<file path="src/rtl/fp_add_ctrl_if.sv">
// Handshake and datapath-control bundle between the FP adder sequencer
// (slave side) and its requester / datapath (master side).
interface fp_add_ctrl_if #(
    parameter int EXP_W = 8
) ();

    // Requester handshake
    logic             start;
    logic             ready;
    logic             out_valid;
    logic             out_ready;

    // Status coming back from the datapath
    logic [EXP_W-1:0] exp_a;
    logic [EXP_W-1:0] exp_b;
    logic             sum_carry;
    logic             sum_msb;
    logic             sum_zero;

    // Control strobes and selects going to the datapath
    logic             load_en;
    logic             swap_sel;
    logic             align_shift;
    logic             add_en;
    logic             norm_right;
    logic             norm_left;
    logic             special;
    logic             result_we;

    // Requester + datapath view
    modport master (
        output start,
        output out_ready,
        output exp_a,
        output exp_b,
        output sum_carry,
        output sum_msb,
        output sum_zero,
        input  ready,
        input  out_valid,
        input  load_en,
        input  swap_sel,
        input  align_shift,
        input  add_en,
        input  norm_right,
        input  norm_left,
        input  special,
        input  result_we
    );

    // Sequencer view
    modport slave (
        input  start,
        input  out_ready,
        input  exp_a,
        input  exp_b,
        input  sum_carry,
        input  sum_msb,
        input  sum_zero,
        output ready,
        output out_valid,
        output load_en,
        output swap_sel,
        output align_shift,
        output add_en,
        output norm_right,
        output norm_left,
        output special,
        output result_we
    );

endinterface

</file>
<file path="src/rtl/fp_add_ctrl.sv">
// Multi-cycle sequencer for a single-precision FP adder datapath.
// One FSM walks IDLE -> CMP -> ALIGN -> ADD -> NORM -> WRITE -> DONE and
// decodes every datapath strobe from its state. Special operands (an
// all-ones exponent) bypass the arithmetic and go straight to WRITE.
module fp_add_ctrl #(
    parameter int EXP_W     = 8,
    parameter int ALIGN_CAP = 25,
    parameter int NORM_MAX  = 23
) (
    input  logic         clk,
    input  logic         reset,
    fp_add_ctrl_if.slave bus
);

    localparam int ALIGN_W = $clog2(ALIGN_CAP + 1);
    localparam int NORM_W  = $clog2(NORM_MAX + 1);

    localparam logic [EXP_W:0]   ALIGN_CAP_X = (EXP_W + 1)'(ALIGN_CAP);
    localparam logic [ALIGN_W-1:0] ALIGN_CAP_C = ALIGN_W'(ALIGN_CAP);
    localparam logic [ALIGN_W-1:0] ALIGN_ONE   = ALIGN_W'(1);
    localparam logic [NORM_W-1:0]  NORM_MAX_C  = NORM_W'(NORM_MAX);
    localparam logic [NORM_W-1:0]  NORM_ONE    = NORM_W'(1);

    localparam logic [2:0] S_IDLE  = 3'd0;
    localparam logic [2:0] S_CMP   = 3'd1;
    localparam logic [2:0] S_ALIGN = 3'd2;
    localparam logic [2:0] S_ADD   = 3'd3;
    localparam logic [2:0] S_NORM  = 3'd4;
    localparam logic [2:0] S_WRITE = 3'd5;
    localparam logic [2:0] S_DONE  = 3'd6;

    logic [2:0]         state_q,     state_d;
    logic [ALIGN_W-1:0] align_cnt_q, align_cnt_d;
    logic [NORM_W-1:0]  norm_cnt_q,  norm_cnt_d;
    logic               swap_q,      swap_d;
    logic               special_q,   special_d;

    // Exponent comparison, valid while the operand registers hold the
    // freshly loaded values (CMP cycle). The difference is taken one bit
    // wider than the exponent so it can never wrap.
    logic               b_gt_a;
    logic               special_hit;
    logic [EXP_W:0]     abs_diff;
    logic [ALIGN_W-1:0] align_load;

    // Normalizer decisions shared by the next-state logic and the strobes
    logic               norm_can_left;
    logic               norm_do_right;
    logic               norm_do_left;

    // Exponent difference, saturated so a huge gap just flushes the operand
    always_comb begin
        b_gt_a      = (bus.exp_b > bus.exp_a);
        special_hit = (&bus.exp_a) | (&bus.exp_b);
        if (b_gt_a) begin
            abs_diff = {1'b0, bus.exp_b} - {1'b0, bus.exp_a};
        end else begin
            abs_diff = {1'b0, bus.exp_a} - {1'b0, bus.exp_b};
        end
        if (abs_diff > ALIGN_CAP_X) begin
            align_load = ALIGN_CAP_C;
        end else begin
            align_load = ALIGN_W'(abs_diff);
        end
    end

    // Normalize priority: zero sum beats carry, carry beats left shifts
    always_comb begin
        norm_can_left = (!bus.sum_msb) && (norm_cnt_q < NORM_MAX_C);
        norm_do_right = (state_q == S_NORM) && !bus.sum_zero && bus.sum_carry;
        norm_do_left  = (state_q == S_NORM) && !bus.sum_zero && !bus.sum_carry
                        && norm_can_left;
    end

    // Next-state and counter/flag update logic
    always_comb begin
        state_d     = state_q;
        align_cnt_d = align_cnt_q;
        norm_cnt_d  = norm_cnt_q;
        swap_d      = swap_q;
        special_d   = special_q;

        case (state_q)
            S_IDLE: begin
                if (bus.start) begin
                    state_d = S_CMP;
                end
            end

            S_CMP: begin
                if (special_hit) begin
                    special_d = 1'b1;
                    state_d   = S_WRITE;
                end else begin
                    swap_d      = b_gt_a;
                    align_cnt_d = align_load;
                    state_d     = (align_load != '0) ? S_ALIGN : S_ADD;
                end
            end

            // Leaving on count==1 issues exactly the loaded number of shifts
            S_ALIGN: begin
                align_cnt_d = align_cnt_q - ALIGN_ONE;
                if (align_cnt_q <= ALIGN_ONE) begin
                    state_d = S_ADD;
                end
            end

            S_ADD: begin
                norm_cnt_d = '0;
                state_d    = S_NORM;
            end

            S_NORM: begin
                if (bus.sum_zero || bus.sum_carry) begin
                    state_d = S_WRITE;
                end else if (norm_can_left) begin
                    norm_cnt_d = norm_cnt_q + NORM_ONE;
                end else begin
                    state_d = S_WRITE;
                end
            end

            S_WRITE: begin
                state_d = S_DONE;
            end

            // Held selects are released together with the result handshake
            S_DONE: begin
                if (bus.out_ready) begin
                    state_d   = S_IDLE;
                    swap_d    = 1'b0;
                    special_d = 1'b0;
                end
            end

            default: begin
                state_d = S_IDLE;
            end
        endcase
    end

    // State registers; reset aborts any operation in flight
    always_ff @(posedge clk) begin
        if (reset) begin
            state_q     <= S_IDLE;
            align_cnt_q <= '0;
            norm_cnt_q  <= '0;
            swap_q      <= 1'b0;
            special_q   <= 1'b0;
        end else begin
            state_q     <= state_d;
            align_cnt_q <= align_cnt_d;
            norm_cnt_q  <= norm_cnt_d;
            swap_q      <= swap_d;
            special_q   <= special_d;
        end
    end

    // Output decode; load_en follows start directly so the operands are
    // captured on the same edge that accepts the request
    assign bus.ready       = (state_q == S_IDLE);
    assign bus.load_en     = (state_q == S_IDLE) && bus.start;
    assign bus.align_shift = (state_q == S_ALIGN);
    assign bus.add_en      = (state_q == S_ADD);
    assign bus.norm_right  = norm_do_right;
    assign bus.norm_left   = norm_do_left;
    assign bus.result_we   = (state_q == S_WRITE);
    assign bus.out_valid   = (state_q == S_DONE);
    assign bus.swap_sel    = swap_q;
    assign bus.special     = special_q;

endmodule

</file>
<file path="src/flat_wrapper.sv">
// flat-port wrapper written by rule: the top's interface ports become plain ports
module fp_add_ctrl_flat 
#(
    parameter int EXP_W     = 8,
    parameter int ALIGN_CAP = 25,
    parameter int NORM_MAX  = 23
)
  (clk, reset, bus_start, bus_out_ready, bus_exp_a, bus_exp_b, bus_sum_carry, bus_sum_msb, bus_sum_zero, bus_ready, bus_out_valid, bus_load_en, bus_swap_sel, bus_align_shift, bus_add_en, bus_norm_right, bus_norm_left, bus_special, bus_result_we);
  fp_add_ctrl_if #(.EXP_W(EXP_W)) bus_i ();
  input  logic clk;
  input  logic reset;
  input wire logic [$bits(bus_i.start)-1:0] bus_start;
  input wire logic [$bits(bus_i.out_ready)-1:0] bus_out_ready;
  input wire logic [$bits(bus_i.exp_a)-1:0] bus_exp_a;
  input wire logic [$bits(bus_i.exp_b)-1:0] bus_exp_b;
  input wire logic [$bits(bus_i.sum_carry)-1:0] bus_sum_carry;
  input wire logic [$bits(bus_i.sum_msb)-1:0] bus_sum_msb;
  input wire logic [$bits(bus_i.sum_zero)-1:0] bus_sum_zero;
  output wire logic [$bits(bus_i.ready)-1:0] bus_ready;
  output wire logic [$bits(bus_i.out_valid)-1:0] bus_out_valid;
  output wire logic [$bits(bus_i.load_en)-1:0] bus_load_en;
  output wire logic [$bits(bus_i.swap_sel)-1:0] bus_swap_sel;
  output wire logic [$bits(bus_i.align_shift)-1:0] bus_align_shift;
  output wire logic [$bits(bus_i.add_en)-1:0] bus_add_en;
  output wire logic [$bits(bus_i.norm_right)-1:0] bus_norm_right;
  output wire logic [$bits(bus_i.norm_left)-1:0] bus_norm_left;
  output wire logic [$bits(bus_i.special)-1:0] bus_special;
  output wire logic [$bits(bus_i.result_we)-1:0] bus_result_we;
  assign bus_i.start = bus_start;
  assign bus_i.out_ready = bus_out_ready;
  assign bus_i.exp_a = bus_exp_a;
  assign bus_i.exp_b = bus_exp_b;
  assign bus_i.sum_carry = bus_sum_carry;
  assign bus_i.sum_msb = bus_sum_msb;
  assign bus_i.sum_zero = bus_sum_zero;
  assign bus_ready = bus_i.ready;
  assign bus_out_valid = bus_i.out_valid;
  assign bus_load_en = bus_i.load_en;
  assign bus_swap_sel = bus_i.swap_sel;
  assign bus_align_shift = bus_i.align_shift;
  assign bus_add_en = bus_i.add_en;
  assign bus_norm_right = bus_i.norm_right;
  assign bus_norm_left = bus_i.norm_left;
  assign bus_special = bus_i.special;
  assign bus_result_we = bus_i.result_we;
  fp_add_ctrl #(.EXP_W(EXP_W), .ALIGN_CAP(ALIGN_CAP), .NORM_MAX(NORM_MAX)) u_core (.clk(clk), .reset(reset), .bus(bus_i));
endmodule
</file>
<file path="config.mk">
export PLATFORM = sky130hd
export DESIGN_NAME = fp_add_ctrl_flat
export DESIGN_NICKNAME = d
export VERILOG_FILES = /design/src/rtl/fp_add_ctrl_if.sv /design/src/rtl/fp_add_ctrl.sv /design/src/flat_wrapper.sv
export SDC_FILE = /design/constraint.sdc
export NUM_CORES = 1
export LEC_CHECK = 0
export ABC_AREA = 0
export CAP_MARGIN = 20
export CORE_ASPECT_RATIO = 1.2
export CORE_UTILIZATION = 58
export CTS_CLUSTER_SIZE = 12
export DETAILED_ROUTE_END_ITERATION = 10
export PLACE_DENSITY_LB_ADDON = 0.2
export SYNTH_ARGS = -nofsm -noshare
export SYNTH_HDL_FRONTEND = slang
export SYNTH_SLANG_ARGS = --single-unit
</file>
<file path="constraint.sdc">
create_clock -name clk -period 5.82 [get_ports clk]
set_input_delay 1.164 -clock clk [delete_from_list [all_inputs] [get_ports clk]]
set_output_delay 1.164 -clock clk [all_outputs]
set_load 0.05 [all_outputs]
</file>
==> results of run 1 <==
-- critical path: stages --
cell	delay, ns
clkdlybuf4s50_1	0.40
a211oi_1	0.28
o22ai_2	0.19
nor2_1	0.11
clkdlybuf4s50_1	0.80
-- cell type report --
class / count / area (um^2)
flip-flops and latches: 15 / 300.3
clock buffers: 4 / 26.28
repair buffers: 32 / 320.3
fillers: 256 / 857.1
inverters: 27 / 101.3
multi-input cells: 218 / 1460
well taps: 36 / 45.04
-- worst max path at each step --
| stage | from | depth (start not counted) | to |
|---|---|---|---|
| floorplan | bus_sum_zero | 1 | bus_norm_right |
| global placement | bus_exp_a[0] | 11 | u_core.align_cnt_q[4] |
| detailed placement | bus_exp_a[0] | 11 | u_core.align_cnt_q[4] |
| CTS | bus_sum_msb | 5 | bus_norm_left |
| global route | bus_sum_msb | 5 | bus_norm_left |
| finish | bus_sum_msb | 5 | bus_norm_left |
-- layer usage --
layer / wire (um) / share of wire
met1: 1806 / 0.40
met2: 2428 / 0.53
met3: 139 / 0.031
met4: 174 / 0.038
met5: 0 / 0
-- power by group through the flow --
stage / Clock, mW / Combinational [mW] / Sequential (mW)
2_1_floorplan: 0 / 0.213 / 0.132
3_3_place_gp: 0 / 0.270 / 0.140
3_5_place_dp: 0 / 0.274 / 0.140
4_1_cts: 0.0621 / 0.276 / 0.138
5_1_grt: 0.0693 / 0.307 / 0.141
6_report: 0.0623 / 0.278 / 0.138
-- logic make-up after synthesis --
group | count (synthesis) | share of synthesized area
AOI/OAI and AO/OA | 74 | 0.2766
xor gates and xnor gates | 8 | 0.03637
adders and majority gates | 21 | 0.1442
buffers and inverters | 38 | 0.08636
DFF | 15 | 0.1558
muxes | 2 | 0.01104
and+or+nand+nor | 113 | 0.2896
-- metrics by stage --
stage | power, mW | hold slack [ns] | setup slack [ns] | utilization | area (um^2)
floorplan | 0.3454 | 0.4412 | 2.334 | - | 1927
global placement | 0.4104 | 0.4615 | 1.703 | 0.7160 | 2227
detailed placement | 0.4142 | 0.4653 | 1.591 | 0.7160 | 2227
CTS | 0.4761 | 0.4774 | 1.709 | 0.7245 | 2253
global route | 0.5179 | 0.5021 | 1.573 | 0.7245 | 2253
finish | 0.4789 | 0.4794 | 1.719 | 0.7245 | 2253
-- sequential cells by signal, indices dropped and copies added, names as in the netlist --
register             flops
u_core.norm_cnt_q        5
u_core.align_cnt_q       5
u_core.state_q           3
u_core.bus.special       1
u_core.bus.swap_sel      1
-- cell usage in the layout (no fill, tap or decap), types with 5 or more instances in the layout --
| cell | Yosys | final |
|---|---|---|
| and2_1 | 5 | 5 |
| o21ai_0 | 10 | 10 |
| inv_1 | 26 | 26 |
| clkdlybuf4s50_1 | 0 | 32 |
| a21oi_1 | 20 | 20 |
| nor3_1 | 12 | 12 |
| nand4_1 | 5 | 5 |
| nand2_1 | 19 | 19 |
| ha_1 | 19 | 19 |
| nor2_1 | 38 | 38 |
| nand3_1 | 6 | 6 |
| o21a_1 | 5 | 5 |
| xor2_1 | 6 | 6 |
| dfxtp_1 | 15 | 15 |
==> results.md, run 1 <==
- Switching part of the total: 0.4546
- Clock-pin slew on the worst setup and hold paths: 0.08 ns
- Synthesized area: 1927 um^2
- Final std cells w/o fill: 332
- Element type at the critical path start: input pin
- Gr ovfl total: 0
- First-pass GRT wire length: 7.507 mm
- Met3 usage: 0.02083
- Crit path arrival time: 2.94 ns
- Total Routed Length: 4.548 mm
- Dpl cells: 328
- Final period utilization: 0.7046
- TritonCTS Buffers: 3
- Highest fanout seen on the critical path: 6
- Vias: 2,035
- Initial Util: 0.6195
- Starting DRT DRC Count: 58
- Fin. max-slew vios: 0
- Minimum clock period: 4.101 ns
- Ports: 33
- Setup TNS: 0 ns
- P&R area growth vs syn: 16.95%
- Seq/Total Area, Yosys: 0.1558
- RSZ-0062 raised after global routing: no
- Worst-Margin Slew: 0.5488 ns
- Yosys top cell by area: dfxtp_1
- FF-to-FF setup slack: 3.50 ns
- Initial DRT Pass Iterations: 6
- Total track usage: 0.2859
- Total core area: 3110 um^2
- Hold depth: 2
- Vias/cell: 6.130
- Synth top area cells: dfxtp_1 (16%), ha_1 (12%), nor2_1 (7.4%)
- Fraction of final layout cells sized beyond drive strength 1: 0.05068
- Sw power: 0.2177 mW
- Hold WC Path Type: register to register
- FF+latch count, synth: 15
- CTS resizes: 0
- Largest net degree at the start of global routing: 15
- FFs w/ async S/R, synth: 0
- Hold Vio Cnt, Final: 0
- Number of synthesized flops with an enable pin: 0
- Req. time, crit path: 4.66 ns
- Pleak: 0.9606 nW
- Die area: 3558 um^2
- Outcome: finished clean
- DR DRC count: 0
- Worst vdd ir: 171.2 uV
- Number of setup violations in the final report: 0
- Post-DP HPWL: 3.713 mm
- Share of power burned in registers: 0.289
- Synth warn: 0
- Initial antenna violation count: 0
- Avg WL per Cell: 13.70 um
- Die extent in y: 65.14 um
- Comb pwr share: 0.581
- GR met1 Demand/Resource: 0.2901
- Row Count: 22
- Clock root cell: clkbuf_4
- Syn Nets: 315
- Worst Setup Path Type: input pin to primary output
- Met2 usage: 0.5422
- Clock Skew: 0.01340 ns
- ANT cells: 0
- Clk pwr share: 0.130
- CTS H-Tree Depth: 1
- WHS Endpoint: u_core.bus.swap_sel
- Top Usage Layer GRT: met2
- Hold Startpoint: u_core.bus.swap_sel
- Input/output buffers: 32
- Leading cell types by count after synthesis: nor2_1 (38), inv_1 (26), a21oi_1 (20), ha_1 (19), nand2_1 (19)
- Reg2Reg Depth: 6
- Die W: 54.62 um
- Fmax: 243.8 MHz
- Power per cell area: 212.5 nW/um^2
- Vias in the first global route: 1,815
- Worst Setup End Kind: primary output
- P_int: 0.2612 mW
- Cells after Synth: 271
- CTS tree: built
- Post-CTS setup buffer count: 0
- Clk sinks: 15
- MaxCap Viol Count: 0
- Syn Area/Cell: 7.110 um^2
- Post-synth top flop: dfxtp_1
- Clock latency at the later pin of the worst-skew pair: 0.30 ns
- Max-Slew Margin vs Limit: 0.6330
- R2r startpoint: u_core.state_q[2]
- Reg-to-reg endpoint: u_core.state_q[0]
- Synth unique cells: 60
- Routed Antenna Nets: 0
- Most instantiated library cell after synthesis: nor2_1
- Synth top area share: 0.1558
- Final #Nets: 341
- Hold bufs inserted after CTS: 0
- Routability cong.: 0.9788
- Clk buf depth: 2
Power figures use the tool's default switching activity.
==> run 2, diff against run 1 <==
--- a/config.mk
+++ b/config.mk
@@ -8,7 +8,7 @@
 export ABC_AREA = 0
 export CAP_MARGIN = 20
 export CORE_ASPECT_RATIO = 1.2
-export CORE_UTILIZATION = 58
+export CORE_UTILIZATION = 54
 export CTS_CLUSTER_SIZE = 12
 export DETAILED_ROUTE_END_ITERATION = 10
 export PLACE_DENSITY_LB_ADDON = 0.2
==> constraint.sdc (replaced) <==
create_clock -name clk -period 4 [get_ports clk]
set_input_delay 0.8 -clock clk [delete_from_list [all_inputs] [get_ports clk]]
set_output_delay 0.8 -clock clk [all_outputs]
set_load 0.05 [all_outputs]
==> run 2 against run 1 <==
Compared with the run above: routed wire length increased by 4.6%; clock-buffer cell count unchanged; clock power increased by 96%; critical path depth rose by 1; worst setup slack worse by 1.4 ns; global-route usage decreased by 2.4 points; total power rose by 52%; sequential power increased by 46%; cell count grew 0.60%.
==> results.md, run 2 (synthesis gave the netlist of run 1 again) <==
- CTS tree: built
- Hold WC Path Type: register to register
- Vias: 2,012
- Leading cell type in the layout, fill and taps excluded: nor2_1
- Final #Nets: 342
- Met3 usage: 0.02107
- Met2 usage: 0.5441
- Power per cell area: 318.9 nW/um^2
- Routed Antenna Nets: 0
- Fmax: 274.5 MHz
- Clock Skew: 0.003917 ns
- GR met1 Demand/Resource: 0.2601
- Vias/cell: 6.024
- Regs by FF count: u_core.align_cnt_q x5, u_core.norm_cnt_q x5, u_core.state_q x3
- Row Count: 23
- Hold Worst Slack: 0.4771 ns
- Routability cong.: 0.9116
- Die area: 3812 um^2
- Top Usage Layer GRT: met2
- TritonCTS Buffers: 3
- Fraction of final layout cells sized beyond drive strength 1: 0.05387
- Clk buf depth: 2
- Starting DRT DRC Count: 82
- Total track usage: 0.2617
- Total core area: 3367 um^2
- Fin. max-slew vios: 0
- P&R area growth vs syn: 18.38%
- Crit path arrival time: 2.84 ns
- Die extent in y: 67.44 um
- Final period utilization: 0.9108
- Hold Startpoint: u_core.bus.swap_sel
- Total Routed Length: 4.756 mm
- Req. time, crit path: 3.20 ns
- CTS H-Tree Depth: 1
- Initial antenna violation count: 0
- Clock latency at the later pin of the worst-skew pair: 0.25 ns
- Minimum clock period: 3.643 ns
- First-pass GRT wire length: 7.900 mm
- FF-to-FF setup slack: 1.65 ns
- Worst Setup End Kind: primary output
- CP max stage delay: 0.80 ns
- RSZ-0062 raised after global routing: no
- WHS Endpoint: u_core.bus.swap_sel
- Worst-Margin Slew: 0.5256 ns
- R2r startpoint: u_core.state_q[2]
- Avg WL per Cell: 14.24 um
- Pleak: 0.9731 nW
- Initial DRT Pass Iterations: 5
- Final std cells w/o fill: 334
- Element type at the critical path start: register
- CTS resizes: 0
- Slowest cell on the critical path: clkdlybuf4s50_1
- Dpl cells: 330
- Post-CTS setup buffer count: 0
- Worst Setup Path Type: register to primary output
- Gr ovfl total: 0
- Reg-to-reg endpoint: u_core.state_q[0]
- Clk sinks: 15
- Worst vdd ir: 418.7 uV
- Post-DP HPWL: 3.939 mm
- Hold Vio Cnt, Final: 0
- Max-Slew Margin vs Limit: 0.6485
- Commonest non-fill, non-tap cells in the layout: nor2_1 (38), clkdlybuf4s50_1 (32), inv_1 (26), a21oi_1 (20)
- Hold depth: 2
- Number of setup violations in the final report: 0
- Largest net degree at the start of global routing: 15
- Hold bufs inserted after CTS: 0
- Clock-pin slew on the worst setup and hold paths: 0.06 ns
- Clock root cell: clkbuf_8
- Vias in the first global route: 1,883
- Reg2Reg Depth: 6
- FILL cells: 287
- Input/output buffers: 32
- Die W: 56.53 um
- Setup TNS: 0 ns
- Highest fanout seen on the critical path: 11
- Ports: 33
- Initial Util: 0.5723
- ANT cells: 0
- Outcome: finished clean
- MaxCap Viol Count: 0
- Critical-path cell list: inv_1 -> or3_4 -> a211oi_1 -> o22ai_2 -> nor2_1 -> clkdlybuf4s50_1
- DR DRC count: 0
## run 2: changes by cell type in the layout (fill, tap and decap cells not counted), sizes merged
cell  previous run  this run
buf              0         1
## run 2: worst max path at each step
stage | start | slack [ns] | cells after the start | end
after floorplan | bus_exp_a[0] | 0.96 | 10 | u_core.align_cnt_q[4]
after global placement | bus_exp_a[0] | 0.27 | 11 | u_core.align_cnt_q[4]
after detailed placement | bus_exp_a[0] | 0.18 | 11 | u_core.align_cnt_q[4]
after CTS | u_core.state_q[2] | 0.36 | 6 | bus_norm_left
after global routing | u_core.state_q[2] | 0.19 | 6 | bus_norm_left
final | u_core.state_q[2] | 0.36 | 6 | bus_norm_left
## run 2: report_power, final
| group | leakage, nW | switching [mW] | internal, mW |
|---|---|---|---|
| Combinational | 0.828 | 0.232 | 0.172 |
| Sequential | 0.122 | 0.0307 | 0.171 |
| Clock | 0.0228 | 0.0519 | 0.0705 |
| Total | 0.973 | 0.314 | 0.413 |
## run 2: area by class of cell
| class | count | area, um^2 | area share |
|---|---|---|---|
| Multi-Input combinational cell | 218 | 1460 | 0.6402 |
| Timing Repair Buffer | 33 | 327.8 | 0.1437 |
| Sequential cell | 15 | 300.3 | 0.1317 |
| Inverter | 27 | 101.3 | 0.04443 |
| Tap cell | 37 | 46.29 | 0.02030 |
| Clock buffer | 4 | 45.04 | 0.01975 |
## run 2: critical path: cells and delay by family, from the launching register on
family	cells	cell delay, ns
buffers and inverters	2	0.96
AOI/OAI and AO/OA	2	0.59
DFF	1	0.53
and+or+nand+nor	2	0.52
## run 2: metrics by stage
step / setup slack (ns) / total power [mW] / utilization / area [um^2]
finish: 0.3569 / 0.7273 / 0.6774 / 2281
CTS: 0.3606 / 0.7245 / 0.6774 / 2281
global route: 0.1909 / 0.7768 / 0.6774 / 2281
floorplan: 0.9569 / 0.5026 / - / 1927
global placement: 0.2657 / 0.5996 / 0.6641 / 2236
detailed placement: 0.1835 / 0.6036 / 0.6641 / 2236
## run 2: metal layers
metal	up-vias	wire length (um)
met5	-	0
met4	0	105
met3	10	131
met1	927	1934
met2	54	2584
li1	1021	-
==> run 3, diff against run 2 <==
--- a/config.mk
+++ b/config.mk
@@ -8,10 +8,11 @@
 export ABC_AREA = 0
 export CAP_MARGIN = 20
 export CORE_ASPECT_RATIO = 1.2
+export CORE_MARGIN = 2
 export CORE_UTILIZATION = 54
 export CTS_CLUSTER_SIZE = 12
 export DETAILED_ROUTE_END_ITERATION = 10
-export PLACE_DENSITY_LB_ADDON = 0.2
+export PLACE_DENSITY = 0.81
 export SYNTH_ARGS = -nofsm -noshare
 export SYNTH_HDL_FRONTEND = slang
 export SYNTH_SLANG_ARGS = --single-unit
==> run 3 against run 2 <==
Compared with the run above: combinational power about the same; sequential share of layout area did not move; clock-buffer cell count stayed put; utilization is the same; first-iteration DRC count fell by 1.2%; critical path depth is the same; non-clock buffer count unchanged; clock power about the same; register-to-register slack worse by 0.04 ns; critical path type unchanged; highest routed layer unchanged.
==> results.md, run 3 (synthesis gave the netlist of run 1 again) <==
- Outcome: finished clean
- Vias in the first global route: 1,929
- Clk sinks: 15
- Input/output buffers: 32
- Share of power burned in registers: 0.277
- Minimum clock period: 3.614 ns
- Clk pwr share: 0.170
- Commonest non-fill, non-tap cells in the layout: nor2_1 (38), clkdlybuf4s50_1 (32), inv_1 (26), a21oi_1 (20)
- Row Count: 23
- Fmax: 276.7 MHz
- Element type at the critical path start: register
- TritonCTS Buffers: 3
- Regs by FF count: u_core.align_cnt_q x5, u_core.norm_cnt_q x5, u_core.state_q x3
- Final period utilization: 0.9034
- Critical-path cell list: inv_1 -> or3_4 -> a211oi_1 -> o22ai_2 -> nor2_1 -> clkdlybuf4s50_1
- Clock root cell: clkbuf_8
- ANT cells: 0
- Final #Nets: 342
- Setup TNS: 0 ns
- CTS tree: built
- Switching part of the total: 0.4384
- Worst-Margin Slew: 0.5235 ns
- Clk buf depth: 2
- Req. time, crit path: 3.20 ns
- Final std cells w/o fill: 334
- Largest net degree at the start of global routing: 15
- Hold WC Path Type: register to register
- P&R area growth vs syn: 18.38%
- CTS resizes: 0
- RSZ-0062 raised after global routing: no
- Sequential cell area: 300.3 um^2
- Fin. max-slew vios: 0
- Routed Antenna Nets: 0
- Number of setup violations in the final report: 0
- Clock-pin slew on the worst setup and hold paths: 0.06 ns
- Gr ovfl total: 0
- Sw power: 0.3220 mW
- FILL cells: 304
- Die area: 4064 um^2
- Pleak: 0.9731 nW
- Slowest cell on the critical path: clkdlybuf4s50_1
- Crit path buffers/inverters: 2
- First-pass GRT wire length: 8.148 mm
- CP max stage delay: 0.80 ns
- Avg WL per Cell: 14.37 um
- Hold Startpoint: u_core.bus.swap_sel
- Initial Util: 0.5723
- Total core area: 3367 um^2
- Total track usage: 0.2442
- P_int: 0.4126 mW
- Clock Skew: 0.001004 ns
- R2r startpoint: u_core.state_q[2]
- Die extent in y: 69.44 um
- Vias: 2,053
- Die W: 58.53 um
- Initial antenna violation count: 0
- MaxCap Viol Count: 0
- Worst vdd ir: 317.8 uV
- Hold Vio Cnt, Final: 0
- Post-DP HPWL: 3.948 mm
- Post-CTS setup buffer count: 0
- Highest fanout seen on the critical path: 11
- Crit path arrival time: 2.81 ns
- Routability cong.: 0.9466
- Crit path launch: u_core.state_q[2]
- Worst Setup End Kind: primary output
- Dpl cells: 330
- DR DRC count: 0
- Power per cell area: 322.1 nW/um^2
- Clock latency at the later pin of the worst-skew pair: 0.24 ns
- Worst Setup Path Type: register to primary output
- Max-Slew Margin vs Limit: 0.6499
- Starting DRT DRC Count: 81
- Total Routed Length: 4.800 mm
- Initial DRT Pass Iterations: 5
- Fraction of final layout cells sized beyond drive strength 1: 0.05387
- Leading cell type in the layout, fill and taps excluded: nor2_1
- Top cell family by delay on the critical path: buffers and inverters
- Comb pwr share: 0.553
- CTS H-Tree Depth: 1
- Vias/cell: 6.147
- Hold bufs inserted after CTS: 0
- Ports: 33
- Multi-input combinational cell area: 1460 um^2
-- run 3: cell counts in the layout (fill, tap and decap cells not counted) --
Identical to the previous run, type by type.
-- run 3: area by class of cell --
cell class,count,share of cell area
multi-input cells,218,0.6402
well taps,37,0.02030
clock buffers,4,0.01975
repair buffers,33,0.1437
flip-flops and latches,15,0.1317
inverters,27,0.04443
-- run 3: path summary, 6_finish.rpt --
check | to | slack [ns] | cells past startpoint
hold reg to reg | u_core.bus.swap_sel | 0.48 | 2
hold / removal | u_core.bus.swap_sel | 0.48 | 2
setup / recovery | bus_norm_left | 0.39 | 6
setup reg to reg | u_core.state_q[0] | 1.61 | 6
-- run 3: worst register-to-register path, delay by kind of cell, from the launching register on --
family	cells	cell delay, ns
AO/OA/AOI/OAI	3	0.67
flip-flops	1	0.54
buffers and inverters	1	0.15
AND/OR/NAND/NOR	2	0.96
-- run 3: power groups by stage --
stage	combinational [mW]	sequential (mW)	clock [mW]
after floorplan	0.310	0.193	0
after global placement	0.397	0.203	0
after detailed placement	0.402	0.204	0
after CTS	0.403	0.201	0.124
after global routing	0.446	0.207	0.133
final	0.406	0.204	0.125
-- run 3: metal layers --
layer  up-vias  wire (um)  GRT usage
met2        76       2571     0.4594
li1       1020          -          -
met4         0        106    0.08010
met1       947       1881     0.2773
met3        10        241    0.01866
met5         -          0          0
-- run 3: metrics by stage --
step	cell area (um^2)	power, mW	util	hold WS, ns	setup WS, ns
final	2281	0.7346	0.6774	0.4825	0.3865
after global routing	2281	0.7863	0.6774	0.5307	0.2462
after CTS	2281	0.7289	0.6774	0.4804	0.4087
after detailed placement	2236	0.6060	0.6641	0.4713	0.1558
after global placement	2236	0.5998	0.6641	0.4689	0.2816
after floorplan	1927	0.5026	-	0.4412	0.9569
